File: config.mk
export PLATFORM = sky130hd
export DESIGN_NAME = seg_display_scan_flat
export DESIGN_NICKNAME = d
export VERILOG_FILES = /design/src/rtl/seg_display_scan_if.sv /design/src/rtl/seg_display_scan.sv /design/src/flat_wrapper.sv
export SDC_FILE = /design/constraint.sdc
export NUM_CORES = 1
export LEC_CHECK = 0
export CORE_UTILIZATION = 36
export DETAILED_ROUTE_END_ITERATION = 8
export MAX_ROUTING_LAYER = met4
export PLACE_DENSITY = 0.76
export SLEW_MARGIN = 30
export SYNTH_ARGS = -nofsm -noshare
export SYNTH_HDL_FRONTEND = slang
export SYNTH_SLANG_ARGS = --single-unit
File: constraint.sdc
create_clock -name clk -period 9.3 [get_ports clk]
set_input_delay 1.86 -clock clk [delete_from_list [all_inputs] [get_ports clk]]
set_output_delay 1.86 -clock clk [all_outputs]
set_load 0.01 [all_outputs]
File: src/rtl/seg_display_scan_if.sv
// Bundle between the datapath observation outputs and the 7-segment scanner.
// The master side (datapath / board I/O) supplies the sources, button and
// freeze switch; the slave side (the scanner) returns the display drive and
// the current source index.
interface seg_display_scan_if;
    logic        btn_next;
    logic        freeze;
    logic [31:0] leddata;
    logic [31:0] clk_num;
    logic [31:0] no_branch_num;
    logic [31:0] branch_num;
    logic [31:0] bub_num;
    logic [31:0] loaduse_num;
    logic [31:0] led_data_out;
    logic [31:0] resultmem;
    logic [7:0]  an;
    logic [6:0]  seg;
    logic        dp;
    logic [2:0]  src_idx;

    modport master (
        output btn_next, freeze,
        output leddata, clk_num, no_branch_num, branch_num,
        output bub_num, loaduse_num, led_data_out, resultmem,
        input  an, seg, dp, src_idx
    );

    modport slave (
        input  btn_next, freeze,
        input  leddata, clk_num, no_branch_num, branch_num,
        input  bub_num, loaduse_num, led_data_out, resultmem,
        output an, seg, dp, src_idx
    );
endinterface

File: src/rtl/seg_display_scan.sv
// Eight-digit multiplexed hex display of one of eight 32-bit observation
// sources. A debounced push-button steps through the sources; the chosen
// source is snapshotted at each frame start so a frame never tears.
module seg_display_scan #(
    parameter int SCAN_DIV   = 100000,
    parameter int DEB_CYCLES = 1000000
) (
    input logic               clk,
    input logic               rst,
    seg_display_scan_if.slave bus
);
    localparam int DIV_W = $clog2(SCAN_DIV);
    localparam int DEB_W = $clog2(DEB_CYCLES);
    localparam logic [DIV_W-1:0] DIV_LAST = DIV_W'(SCAN_DIV - 1);
    localparam logic [DEB_W-1:0] DEB_LAST = DEB_W'(DEB_CYCLES - 1);

    logic [DIV_W-1:0] div;
    logic             tick;
    logic [2:0]       digit;
    logic [2:0]       dn;
    logic [31:0]      snap;
    logic [31:0]      snap_next;
    logic [31:0]      src_sel;
    logic [7:0]       an_r;
    logic [6:0]       seg_r;
    logic             dp_r;
    logic             sync1;
    logic             bs;
    logic             btn_db;
    logic [DEB_W-1:0] cnt;
    logic [2:0]       src_idx_r;

    // Active-low segment patterns {g,f,e,d,c,b,a} for one hex nibble.
    function automatic logic [6:0] hex7seg(input logic [3:0] n);
        case (n)
            4'h0: hex7seg = 7'h40;
            4'h1: hex7seg = 7'h79;
            4'h2: hex7seg = 7'h24;
            4'h3: hex7seg = 7'h30;
            4'h4: hex7seg = 7'h19;
            4'h5: hex7seg = 7'h12;
            4'h6: hex7seg = 7'h02;
            4'h7: hex7seg = 7'h78;
            4'h8: hex7seg = 7'h00;
            4'h9: hex7seg = 7'h10;
            4'hA: hex7seg = 7'h08;
            4'hB: hex7seg = 7'h03;
            4'hC: hex7seg = 7'h46;
            4'hD: hex7seg = 7'h21;
            4'hE: hex7seg = 7'h06;
            default: hex7seg = 7'h0E;
        endcase
    endfunction

    assign tick = (div == DIV_LAST);
    assign dn   = digit + 3'd1;

    // Pick the live source and decide what the snapshot becomes on this tick,
    // so the digit-0 segments can show a value captured on the same edge.
    always_comb begin
        src_sel = bus.leddata;
        case (src_idx_r)
            3'd0: src_sel = bus.leddata;
            3'd1: src_sel = bus.clk_num;
            3'd2: src_sel = bus.no_branch_num;
            3'd3: src_sel = bus.branch_num;
            3'd4: src_sel = bus.bub_num;
            3'd5: src_sel = bus.loaduse_num;
            3'd6: src_sel = bus.led_data_out;
            default: src_sel = bus.resultmem;
        endcase
        snap_next = snap;
        if (dn == 3'd0 && !bus.freeze) begin
            snap_next = src_sel;
        end
    end

    // Digit-slot divider: one tick every SCAN_DIV cycles.
    always_ff @(posedge clk or negedge rst) begin
        if (!rst) begin
            div <= '0;
        end else if (tick) begin
            div <= '0;
        end else begin
            div <= div + DIV_W'(1);
        end
    end

    // Advance to the next digit on each tick and register its drive pattern.
    always_ff @(posedge clk or negedge rst) begin
        if (!rst) begin
            digit <= 3'd7;
            snap  <= '0;
            an_r  <= 8'hFF;
            seg_r <= 7'h7F;
            dp_r  <= 1'b1;
        end else if (tick) begin
            digit <= dn;
            snap  <= snap_next;
            an_r  <= ~(8'b1 << dn);
            seg_r <= hex7seg(snap_next[{dn, 2'b00} +: 4]);
            dp_r  <= ~((dn == 3'd7) && bus.freeze);
        end
    end

    // Two-flop synchronizer for the asynchronous push-button.
    always_ff @(posedge clk or negedge rst) begin
        if (!rst) begin
            sync1 <= 1'b0;
            bs    <= 1'b0;
        end else begin
            sync1 <= bus.btn_next;
            bs    <= sync1;
        end
    end

    // Accept a button level only after DEB_CYCLES unbroken differing cycles;
    // an accepted press steps the source index.
    always_ff @(posedge clk or negedge rst) begin
        if (!rst) begin
            cnt       <= '0;
            btn_db    <= 1'b0;
            src_idx_r <= 3'd0;
        end else if (bs == btn_db) begin
            cnt <= '0;
        end else if (cnt == DEB_LAST) begin
            cnt    <= '0;
            btn_db <= bs;
            if (bs) begin
                src_idx_r <= src_idx_r + 3'd1;
            end
        end else begin
            cnt <= cnt + DEB_W'(1);
        end
    end

    assign bus.an      = an_r;
    assign bus.seg     = seg_r;
    assign bus.dp      = dp_r;
    assign bus.src_idx = src_idx_r;
endmodule

File: src/flat_wrapper.sv
// flat-port wrapper written by rule: the top's interface ports become plain ports
module seg_display_scan_flat 
#(
    parameter int SCAN_DIV   = 100000,
    parameter int DEB_CYCLES = 1000000
)
  (clk, rst, bus_btn_next, bus_freeze, bus_leddata, bus_clk_num, bus_no_branch_num, bus_branch_num, bus_bub_num, bus_loaduse_num, bus_led_data_out, bus_resultmem, bus_an, bus_seg, bus_dp, bus_src_idx);
  seg_display_scan_if bus_i ();
  input logic clk;
  input logic rst;
  input wire logic [$bits(bus_i.btn_next)-1:0] bus_btn_next;
  input wire logic [$bits(bus_i.freeze)-1:0] bus_freeze;
  input wire logic [$bits(bus_i.leddata)-1:0] bus_leddata;
  input wire logic [$bits(bus_i.clk_num)-1:0] bus_clk_num;
  input wire logic [$bits(bus_i.no_branch_num)-1:0] bus_no_branch_num;
  input wire logic [$bits(bus_i.branch_num)-1:0] bus_branch_num;
  input wire logic [$bits(bus_i.bub_num)-1:0] bus_bub_num;
  input wire logic [$bits(bus_i.loaduse_num)-1:0] bus_loaduse_num;
  input wire logic [$bits(bus_i.led_data_out)-1:0] bus_led_data_out;
  input wire logic [$bits(bus_i.resultmem)-1:0] bus_resultmem;
  output wire logic [$bits(bus_i.an)-1:0] bus_an;
  output wire logic [$bits(bus_i.seg)-1:0] bus_seg;
  output wire logic [$bits(bus_i.dp)-1:0] bus_dp;
  output wire logic [$bits(bus_i.src_idx)-1:0] bus_src_idx;
  assign bus_i.btn_next = bus_btn_next;
  assign bus_i.freeze = bus_freeze;
  assign bus_i.leddata = bus_leddata;
  assign bus_i.clk_num = bus_clk_num;
  assign bus_i.no_branch_num = bus_no_branch_num;
  assign bus_i.branch_num = bus_branch_num;
  assign bus_i.bub_num = bus_bub_num;
  assign bus_i.loaduse_num = bus_loaduse_num;
  assign bus_i.led_data_out = bus_led_data_out;
  assign bus_i.resultmem = bus_resultmem;
  assign bus_an = bus_i.an;
  assign bus_seg = bus_i.seg;
  assign bus_dp = bus_i.dp;
  assign bus_src_idx = bus_i.src_idx;
  seg_display_scan #(.SCAN_DIV(SCAN_DIV), .DEB_CYCLES(DEB_CYCLES)) u_core (.clk(clk), .rst(rst), .bus(bus_i));
endmodule
==> results.cfg <==
[synthesis]
ys_types = 66
synth_seq_cells = 94
avgSynthCellArea_um2 = 9.17
ys_top_cells_by_area = dfrtp_1 28%, dfstp_2 7.5%, mux2_2 7.3%
synth_area_leader_cell = dfrtp_1
yosys_warnings = 0
async_flop_share_pct = 100
yosys.area.top_type_share_pct = 28.4
yosysSeqAreaShare_pct = 35.9
synth_cells = 722
synth_nets = 1000
synth_common_cells = 75 x dfrtp_1, 64 x nor2_1, 56 x nand2_1
synth.cell_area_um2 = 6620
yosys_most_used_dff = dfrtp_1
synth_edf_count = 0
synth_most_common_cell = dfrtp_1

[cells_and_area]
design_area_um2 = 9830
drive_above_1_share_pct = 10.5
fin_nets = 1241
multi_input_area_um2 = 3960
layout.area.seq_um2 = 2380
syn_to_final_growth_pct = 48.5
antennaDiodeCount = 0
fillers = 1619

[timing]
hold_viol_final = 0
maxSlewHeadroom_pct = 42.7
rsz0062_at_grt = no
tightest_slew_ns = 0.860
setup_viol = 0
skew_ns = 0.00904
slew_violations = 0
period_share_pct = 53.5
period_minus_slack_ns = 4.98
max_freq_mhz = 201
setup_tns_ns = 0
setup_ws_ns = 4.32

[place]
portBuffers = 278
postPlaceCellArea_um2 = 9510
dpl.hpwl_um = 18300
place_ws_ns = 3.78
place.gp.congestion = 0.900

[pwr]
switching_share_pct = 20.2
p_seq_share_pct = 43.1
p_clk_share_pct = 41.1
switching_power_w = 0.000193
p_comb_share_pct = 15.8
finalPower_w = 0.000956
p_int_w = 0.000763
p_per_area_nw_per_um2 = 97.2
irDropWorstVdd_mv = 0.0801
cellLeakagePower_nw = 3.91

[detailed_routing]
drtAntennaViolNets = 0
wirelength_um = 24000
vias = 6926
drc_errors = 0
dr.first_iter.drc_count = 628
via_per_inst = 5.79
wl_per_cell_um = 20.0
firstDrtPassIters = 6

[worst_setup_path]
critical_path.top_delay_family = simple AND/OR/NAND/NOR gates
path_cells = clkdlybuf4s50_1 > and2b_1 > and2_1 > nand4_1 > a22oi_1 > o32ai_1 > nor3_1 > inv_1 > ha_1 > mux2_2 > o21ai_1 > a21oi_1
cp_slowest_stage_delay_ns = 0.61
arrival_ns = 5.22
required_ns = 9.54
critPathLaunchType = input port
critPathKind = in -> reg
cp_max_fo = 14
endpoint_kind = flip-flop
critical_path_buf_inv_count = 2
crit_slowest_cell = nor3_1

[global_routing]
grt-ovfl-total = 0
grtUsageTotal_pct = 26.5
antenna_found_initial = 0
grt_pass1_vias = 6855
grt_pass1_wl_um = 36900
grt_max_degree = 75

[clocking]
ctsResizeCount = 0
cts_root_buffer = clkbuf_16
cts_hold_buf = 0
clk_latency_ns = 0.34
cts_inserted_buffers = 9
post_cts_buffers = 0
clock_sinks = 94
path_clk_slew_ns = 0.06
htree_levels = 3
cts_tree = built
cts_buffer_depth = 2

[floorplan]
start_util_pct = 36.9
dieArea_um2 = 18900
coreArea_um2 = 18000
fp.dieH_um = 138
die_w_um = 138
ios = 279
floorplan.rows = 49

[worst_hold_path]
hp-class = reg -> reg

[run_status]
status = finished, final reports clean

[flow_run]
maxCapViolCount = 0
cells by family after synthesis:
logic type / Yosys count / synth area share (%)
muxes: 47 / 7.98
AOI/OAI and AO/OA: 257 / 28.5
xor gates and xnor gates: 35 / 4.74
buffers and inverters: 67 / 4.54
adders and majority gates: 18 / 3.40
DFF: 94 / 35.9
and+or+nand+nor: 204 / 14.9
sequential cells by signal, indices dropped and copies added (netlist names):
name	cells
u_core.bus.src_idx	3
u_core.bs	1
u_core.bus.dp	1
u_core.snap	32
u_core.cnt	20
u_core.bus.seg	7
u_core.div	17
u_core.digit	3
u_core.btn_db	1
u_core.bus.an	8
u_core.sync1	1
worst reg2reg max path, stage by stage, from the launching register on:
cell and delay (ns):
dfrtp_2 0.36, clkinv_1 0.47, ha_1 0.53, buf_4 0.28, or4_4 0.71, nor2_1 0.29
a31oi_1 0.10, a21oi_1 0.18, o32ai_1 0.09, nor3_1 0.61, inv_1 0.20, ha_1 0.30
mux2_2 0.27, o21ai_1 0.12, a21oi_1 0.09
final cells by class:
cell class / count / share of cell area (%)
clock buffer: 12 / 2.51
sequential: 94 / 24.2
multi-input combinational: 561 / 40.3
clock inverter: 4 / 0.713
tap: 229 / 2.91
inverter: 9 / 0.344
timing repair buffer: 288 / 29.0
placed cells by master, fill, tap and decap left out, drive strengths merged, types with 23 or more instances in the layout:
master	count
a21oi	35
a221oi	25
a22oi	23
clkdlybuf4s50	277
dfrtp	75
mux2	46
nand2	56
nand3	23
nor2	66
o21ai	48
path summary, 6_finish.rpt:
kind	from	end	slack (ns)	depth (start not counted)
max in group asynchronous	rst	u_core.bus.src_idx[2]	6.69	2
hold / removal	u_core.sync1	u_core.bs	0.35	0
min in group asynchronous	rst	u_core.div[11]	1.57	1
hold reg to reg	u_core.sync1	u_core.bs	0.35	0
setup reg to reg	u_core.bus.src_idx[2]	u_core.bus.seg[5]	4.60	14
setup / recovery	bus_freeze	u_core.bus.seg[5]	4.32	12
through the flow:
step / std cells / util, % / hold slack [ns]
2_1_floorplan: 722 / - / 0.331
3_3_place_gp: 1181 / 52.9 / 0.335
4_1_cts: 1197 / 54.7 / 0.358
3_5_place_dp: 1181 / 52.9 / 0.344
6_report: 1197 / 54.7 / 0.355
5_1_grt: 1197 / 54.7 / 0.359
power by group through the flow:
stage	Clock [W]	Sequential [W]	Combinational, W
after detailed placement	0	0.000419	0.000150
after floorplan	0	0.000419	0.0000226
after global placement	0	0.000419	0.000149
final	0.000393	0.000412	0.000151
after global routing	0.000418	0.000412	0.000161
after CTS	0.000403	0.000412	0.000151
per-layer routing:
metal	share of wire, %	GRT usage (%)
met1	43	34.7
met3	7.7	4.49
met4	3.1	10.4
met5	0	-
met2	46	40.7
Note: power is estimated with default switching activity, not from simulation.
